## src/rtl/text_string_writer.sv

```systemverilog
// Character-at-a-time string builder with cursor, BS/CR/FF editing and a clear sweep.
// Optional feature macro SCROLL_EN: a printable character that arrives while full scrolls the string left.
module text_string_writer #(
    parameter int          NCHAR      = 8,
    parameter int          NCHAR_BITS = 3,
    parameter logic [7:0]  BLANK      = 8'h20
) (
    input  logic                    vclock,
    input  logic                    reset_n,
    input  logic [7:0]              char_in,
    input  logic                    char_valid,
    output logic                    char_ready,
    input  logic                    clear,
    output logic [NCHAR*8-1:0]      cstring,
    output logic [NCHAR_BITS:0]     cursor,
    output logic                    full,
    output logic                    busy,
    output logic                    overflow
);

    localparam logic [7:0]          CODE_BS  = 8'h08;
    localparam logic [7:0]          CODE_CR  = 8'h0D;
    localparam logic [7:0]          CODE_FF  = 8'h0C;
    localparam logic [NCHAR_BITS:0] CUR_MAX  = (NCHAR_BITS+1)'(NCHAR);
    localparam logic [NCHAR_BITS:0] CUR_ONE  = (NCHAR_BITS+1)'(1);
    localparam logic [NCHAR_BITS:0] CUR_ZERO = (NCHAR_BITS+1)'(0);
    localparam logic [NCHAR_BITS-1:0] IDX_LAST = NCHAR_BITS'(NCHAR-1);
    localparam logic [NCHAR_BITS-1:0] IDX_ONE  = NCHAR_BITS'(1);
    localparam logic [NCHAR_BITS-1:0] IDX_ZERO = NCHAR_BITS'(0);

    typedef enum logic [0:0] {
        ST_IDLE  = 1'b0,
        ST_CLEAR = 1'b1
    } state_t;

    state_t                 state_r;
    logic [7:0]             mem_r [NCHAR];
    logic [NCHAR_BITS:0]    cursor_r;
    logic [NCHAR_BITS-1:0]  clr_idx_r;
    logic                   overflow_r;
    logic [NCHAR_BITS:0]    cursor_dec_s;
    logic                   full_s;

    assign cursor_dec_s = cursor_r - CUR_ONE;
    assign full_s       = (cursor_r == CUR_MAX);
    assign char_ready   = (state_r == ST_IDLE) & ~clear;
    assign cursor       = cursor_r;
    assign full         = full_s;
    assign busy         = (state_r == ST_CLEAR);
    assign overflow     = overflow_r;

    // Position 0 occupies the most significant byte of cstring.
    for (genvar p = 0; p < NCHAR; p++) begin : g_pack
        assign cstring[(NCHAR-1-p)*8 +: 8] = mem_r[p];
    end

    // Editing state machine: handshake decode in IDLE, one blank per cycle in CLEAR.
    always_ff @(posedge vclock) begin
        if (!reset_n) begin
            for (int i = 0; i < NCHAR; i++) begin
                mem_r[i] <= BLANK;
            end
            cursor_r   <= CUR_ZERO;
            clr_idx_r  <= IDX_ZERO;
            overflow_r <= 1'b0;
            state_r    <= ST_IDLE;
        end else begin
            overflow_r <= 1'b0;
            case (state_r)
                ST_IDLE: begin
                    if (clear) begin
                        // A character presented alongside clear is not accepted.
                        state_r   <= ST_CLEAR;
                        clr_idx_r <= IDX_ZERO;
                    end else if (char_valid) begin
                        case (char_in)
                            CODE_BS: begin
                                if (cursor_r != CUR_ZERO) begin
                                    cursor_r <= cursor_dec_s;
                                    mem_r[cursor_dec_s[NCHAR_BITS-1:0]] <= BLANK;
                                end
                            end
                            CODE_CR: begin
                                cursor_r <= CUR_ZERO;
                            end
                            CODE_FF: begin
                                state_r   <= ST_CLEAR;
                                clr_idx_r <= IDX_ZERO;
                            end
                            default: begin
                                if (!full_s) begin
                                    mem_r[cursor_r[NCHAR_BITS-1:0]] <= char_in;
                                    cursor_r <= cursor_r + CUR_ONE;
                                end else begin
`ifdef SCROLL_EN
                                    for (int i = 0; i < NCHAR-1; i++) begin
                                        mem_r[i] <= mem_r[i+1];
                                    end
                                    mem_r[NCHAR-1] <= char_in;
`else
                                    overflow_r <= 1'b1;
`endif
                                end
                            end
                        endcase
                    end
                end
                ST_CLEAR: begin
                    mem_r[clr_idx_r] <= BLANK;
                    if (clr_idx_r == IDX_LAST) begin
                        state_r  <= ST_IDLE;
                        cursor_r <= CUR_ZERO;
                    end else begin
                        clr_idx_r <= clr_idx_r + IDX_ONE;
                    end
                end
                default: begin
                    state_r <= ST_IDLE;
                end
            endcase
        end
    end

endmodule
```

## config.mk

```make
export PLATFORM = sky130hd
export DESIGN_NAME = text_string_writer
export DESIGN_NICKNAME = d
export VERILOG_FILES = /design/src/rtl/text_string_writer.sv
export SDC_FILE = /design/constraint.sdc
export NUM_CORES = 1
export LEC_CHECK = 0
export CAP_MARGIN = 20
export CORE_UTILIZATION = 30
export DETAILED_ROUTE_END_ITERATION = 10
export SYNTH_ARGS = -nofsm -noshare
export SYNTH_HDL_FRONTEND = slang
export SYNTH_SLANG_ARGS = --single-unit
```

## constraint.sdc

```tcl
create_clock -name vclock -period 10.2 [get_ports vclock]
set_input_delay 2.04 -clock vclock [delete_from_list [all_inputs] [get_ports vclock]]
set_output_delay 2.04 -clock vclock [all_outputs]
set_load 0.03 [all_outputs]
```

# == Word-level counts from Yosys, hierarchy flattened ==
# Memories as Yosys holds them, arrays and structs flattened.
# Cells that the tools add are included.
# totals
regBits,9
mem_bits_rw,64
n_memories,1
elab_cells,80
# memory_table
name,depth,width,read_ports,rd_ports_with_merged_regs,write_ports,line,source
mem_r,8,8,8,0,8,37,logic [7:0] mem_r [NCHAR];
# classes
muxes,45
n_bitwise,5
reduce_logical,8
n_eq_ne,14
add_sub_neg,3
# ops
op,count
1-bit 2-to-1 mux,26
"8-bit by 4-bit == test with 1-bit output, second input constant",3
8-bit 2-to-1 mux,3
8-bit OR reduction,3
3-bit 2-to-1 mux,7
4-bit 2-to-1 mux,5
4-bit one-hot mux with 3 select lines,1
"2-bit != test, second input constant",4
4-bit one-hot mux with 2 select lines,1
7-bit OR reduction,1
"3-bit != test, second input constant",2
3-bit one-hot mux with 2 select lines,1
6-bit AND reduction,1
"4-bit by 1-bit adder with 4-bit output, second input constant",1
"4-bit == test, second input constant",1
"4-bit by 2-bit != test with 1-bit output, second input constant",1
1-bit NOT,4
4-bit nonzero test,1
"4-bit by 1-bit subtractor with 4-bit output, second input constant",1
"3-bit by 1-bit adder with 3-bit output, second input constant",1
"3-bit == test, second input constant",1
"3-bit by 2-bit != test with 1-bit output, second input constant",1
3-bit AND reduction,1
3-bit OR reduction,1
3 further kinds,3

# == Longest topological paths before layout ==
# logic_depth
depth_word,12
mapped_depth,10

# == Worst setup path after synthesis ==
# Ideal clock, no wire load.
# synth_timing
kind,input to register
from,input char_in[1]
to,memory mem_r[7][0] (enable)
arrival_ps,4320
cell_stages,6
n_path_buf,1
required_ps,9813
path_slack_ps,5493
path_cell_list,or4b_1 buf_2 o31ai_4 or2b_2 mux2_2 o31ai_1
# synth_lines
element,line,source
start: declaration,10,"input logic [7:0] char_in,"
end: declaration,37,

# == Worst setup path in the final report ==
# layout_timing
from,input clear
to,output char_ready
# layout_via
elab_chain_cells,2
# layout_lines
element,line,source
start: declaration,13,"input logic clear,"
1-bit NOT,46,assign char_ready = (state_r == ST_IDLE) & ~clear;
1-bit bitwise AND,46,
end: declaration,12,"output logic char_ready,"
# Every way passes these cells.

==> flow_summary_export.csv <==
group,metric,value,unit
drt,wl_per_cell,16.70,um
worst_setup_path,path_max_fanout,3,
floorplan,dieArea,11360,sq um
logic_synthesis,synth_edf_count,64,
layout,drive_above_1_share,9.642,%
power_and_ir_drop,comb_power_share,16.2,%
worst_setup_path,worstPathArrival,3420,ps
clock_network,clock_sinks,73,
logic_synthesis,synth_top_area_cell,"edfxtp_1",
power_and_ir_drop,leakagePower,1.412,nW
grt,grt_pass1_wl,13.25,mm
power_and_ir_drop,p_seq_share,51.7,%
timing,max_freq,0.1833,GHz
power_and_ir_drop,power.density,149.6,nW/um^2
layout,multiInputGateArea,1074,sq um
clock_network,path_clk_slew,70,ps
logic_synthesis,synth.net_count,290,
worst_setup_path,r2r_end,"mem_r[7][4]",
grt,antenna_found_initial,0,
timing,slew_headroom,43.38,%
power_and_ir_drop,peakVddDrop,51.71,uV
worst_setup_path,timing.critical_path.slowest_cell_delay,720,ps
clock_network,clock-root-buffer,"clkbuf_8",
drt,met2_wirelength,3.636,mm
drt,drt_iter0_drc,180,
floorplan,fp.dieW,106.6,um
logic_synthesis,synth.avg_cell_area,11.98,sq um
layout,num-fill-cells,1009,
flow_run,maxCapViolCount,0,
logic_synthesis,ys.flop_type,"edfxtp_1",
layout,fin_nets,375,
worst_setup_path,crit_slowest_cell,"clkdlybuf4s50_1",
worst_hold_path,holdPathEnd,"clr_idx_r[2]",
placed_design,numPortBuffers,83,
timing,rsz0062_at_grt,"no",
clock_network,numCtsBuffers,9,
worst_setup_path,worst_setup_path_end_kind,"output pin",
worst_setup_path,cp-start-kind,"primary input",
logic_synthesis,synth_area_leaders,"edfxtp_1, nor3_1, dfxtp_1",
run_status,status,"finished, final reports clean",
floorplan,dieHeight,106.6,um
worst_hold_path,worst_hold_path_type,"flip-flop to flip-flop",
worst_setup_path,path_cells,"clkdlybuf4s50_1 -> nor2_1 -> clkdlybuf4s50_1",
clock_network,post_cts.repair.setup_buffers,0,
drt,viasPerCell,5.174,
grt,grt_max_degree,37,
timing,period_share,53.48,%
layout,seq_area,2102,sq um
placed_design,globalplace.congestion,0.8766,
floorplan,num_rows,37,
grt,grt_pass1_vias,2465,
logic_synthesis,async_flop_share,0,%
clock_network,cts_tree,"built",
worst_setup_path,reg2regPathDepth,8,
logic_synthesis,synth-warning-count,0,
logic_synthesis,synth_common_cells,"edfxtp_1, nor3_1, nand2_1",
logic_synthesis,synth_top_cell_area_share,58.56,%
layout,final_area,4439,sq um
drt,drt-met1-wl,3.950,mm
clock_network,htreeDepth,3,
timing,hold_viol,0,
worst_hold_path,worstHoldStart,"clr_idx_r[2]",
drt,wirelength,8.331,mm
worst_setup_path,crit_type,"primary input to output pin",
placed_design,post-dp-hpwl,6.033,mm
floorplan,core_area,10460,sq um
logic_synthesis,synth_most_common_cell,"edfxtp_1",
logic_synthesis,synth_seq_area_share,64.05,%
drt,wl_met3,601,um
worst_setup_path,ff2ff_setup_slack,6730,ps
drt,drt_first_pass_iters,5,
logic_synthesis,synthCells,274,
timing,min_period,5455,ps
timing,tns,0,ps
timing,slew_violations,0,
clock_network,ctsLongestPathBuffers,2,
drt,ant_nets,0,
layout,diodes,0,
grt,grt_overflow,0,
drt,vias,2582,
timing,setup_viol,0,
drt,top_layer_used,"met4",
floorplan,pin_count,84,
worst_setup_path,path_delay_family,"buffers and inverters",
worst_setup_path,critical_path_required,8160,ps
timing,fin_worst_skew,8.248,ps
clock_network,cts.repair.resized,0,
placed_design,dpl_cell_area,4225,sq um
layout,area.growth.synth_to_final,35.27,%
power_and_ir_drop,clkPwrFrac,32.2,%
worst_setup_path,path_buf_inv,2,
worst_setup_path,critPathMostFrequentCell,"clkdlybuf4s50_1",
power_and_ir_drop,p_int,482.9,uW
logic_synthesis,yosys_register_bits,73,
drt,drc,0,
worst_setup_path,r2r-start,"cursor[0]",
clock_network,clk_latency,350,ps
worst_hold_path,min_path_cells,2,
clock_network,hold_buffers,0,
timing,worstMarginPinSlew,847.5,ps
floorplan,initial_utilization,31.37,%
logic_synthesis,synth_cell_types,44,
logic_synthesis,netlist_area,3282,sq um
grt,grt_use_total,15.25,%
power_and_ir_drop,switching_power,181.3,uW
power_and_ir_drop,switching_share,27.30,%
-- layout by cell type, fill, tap and decap left out, types with 3 or more instances in the layout --
cell              n
o21ai_0           3
ha_1              4
nand2_1          27
edfxtp_1         64
buf_2             6
nor2_1           11
o31ai_1           9
clkbuf_8          9
dfxtp_1           9
nor3_1           59
a21oi_1           7
or2_2             3
nand3_1          10
buf_4             4
inv_1             5
nor2b_1           6
clkdlybuf4s50_1  83
-- routing by layer --
layer	track usage, %	vias up
li1	-	1226
met1	21.51	1227
met2	22.12	115
met3	4.438	14
met4	5.577	0
met5	0	-
-- metrics by stage --
step                      total power [mW]  setup slack [ps]  std cells  utilization (%)  hold WS, ps
after floorplan                     0.4158              5493        274                -        507.1
after global placement              0.4546              4495        478            40.39        554.9
after detailed placement            0.4559              4252        478            40.39        560.9
after CTS                           0.6691              4614        493            42.14        579.0
after global routing                0.6915              4665        499            42.43        603.7
final                               0.6642              4745        499            42.43        580.1
-- cell type report --
class	count	area share, %
repair buffers	93	20.07
multi-input cells	177	24.18
clock inverters	6	1.353
inverters	5	0.4228
clock buffers	9	2.790
flip-flops and latches	73	47.35
well taps	136	3.833
-- worst register-to-register path, delay by kind of cell, from the launching register on --
kind,cells,cell delay [ps]
muxes,1,530
adders and majority gates,1,300
DFF,1,670
buffers and inverters,2,400
AOI/OAI and AO/OA,1,670
and+or+nand+nor,3,600
-- logic make-up after synthesis --
kind of cell,synth area share (%)
flip-flops,64.05
AO/OA/AOI/OAI,9.111
adder cells (fa/ha/maj),1.525
buffers and inverters,3.241
multiplexers,1.372
AND/OR/NAND/NOR,20.70
-- sequential cells by signal (all words and copies together), names as in the netlist --
| register | cells |
|---|---|
| overflow | 1 |
| mem_r | 64 |
| cursor | 4 |
| clr_idx_r | 3 |
| busy | 1 |
-- worst max path at each step --
stage | from | endpoint | cells past startpoint
global placement | char_in[5] | mem_r[7][0] | 6
floorplan | char_in[1] | mem_r[7][0] | 6
detailed placement | char_in[5] | mem_r[7][3] | 6
CTS | char_in[5] | mem_r[7][5] | 6
finish | clear | char_ready | 3
global route | clear | char_ready | 3
-- power by group through the flow --
stage | Sequential (mW) | Combinational (mW) | Clock [mW]
after floorplan | 0.372 | 0.0438 | 0
after global placement | 0.350 | 0.104 | 0
after detailed placement | 0.350 | 0.106 | 0
after CTS | 0.343 | 0.106 | 0.219
after global routing | 0.344 | 0.115 | 0.233
final | 0.343 | 0.108 | 0.214
No activity file was read; power rests on OpenSTA's default activity.
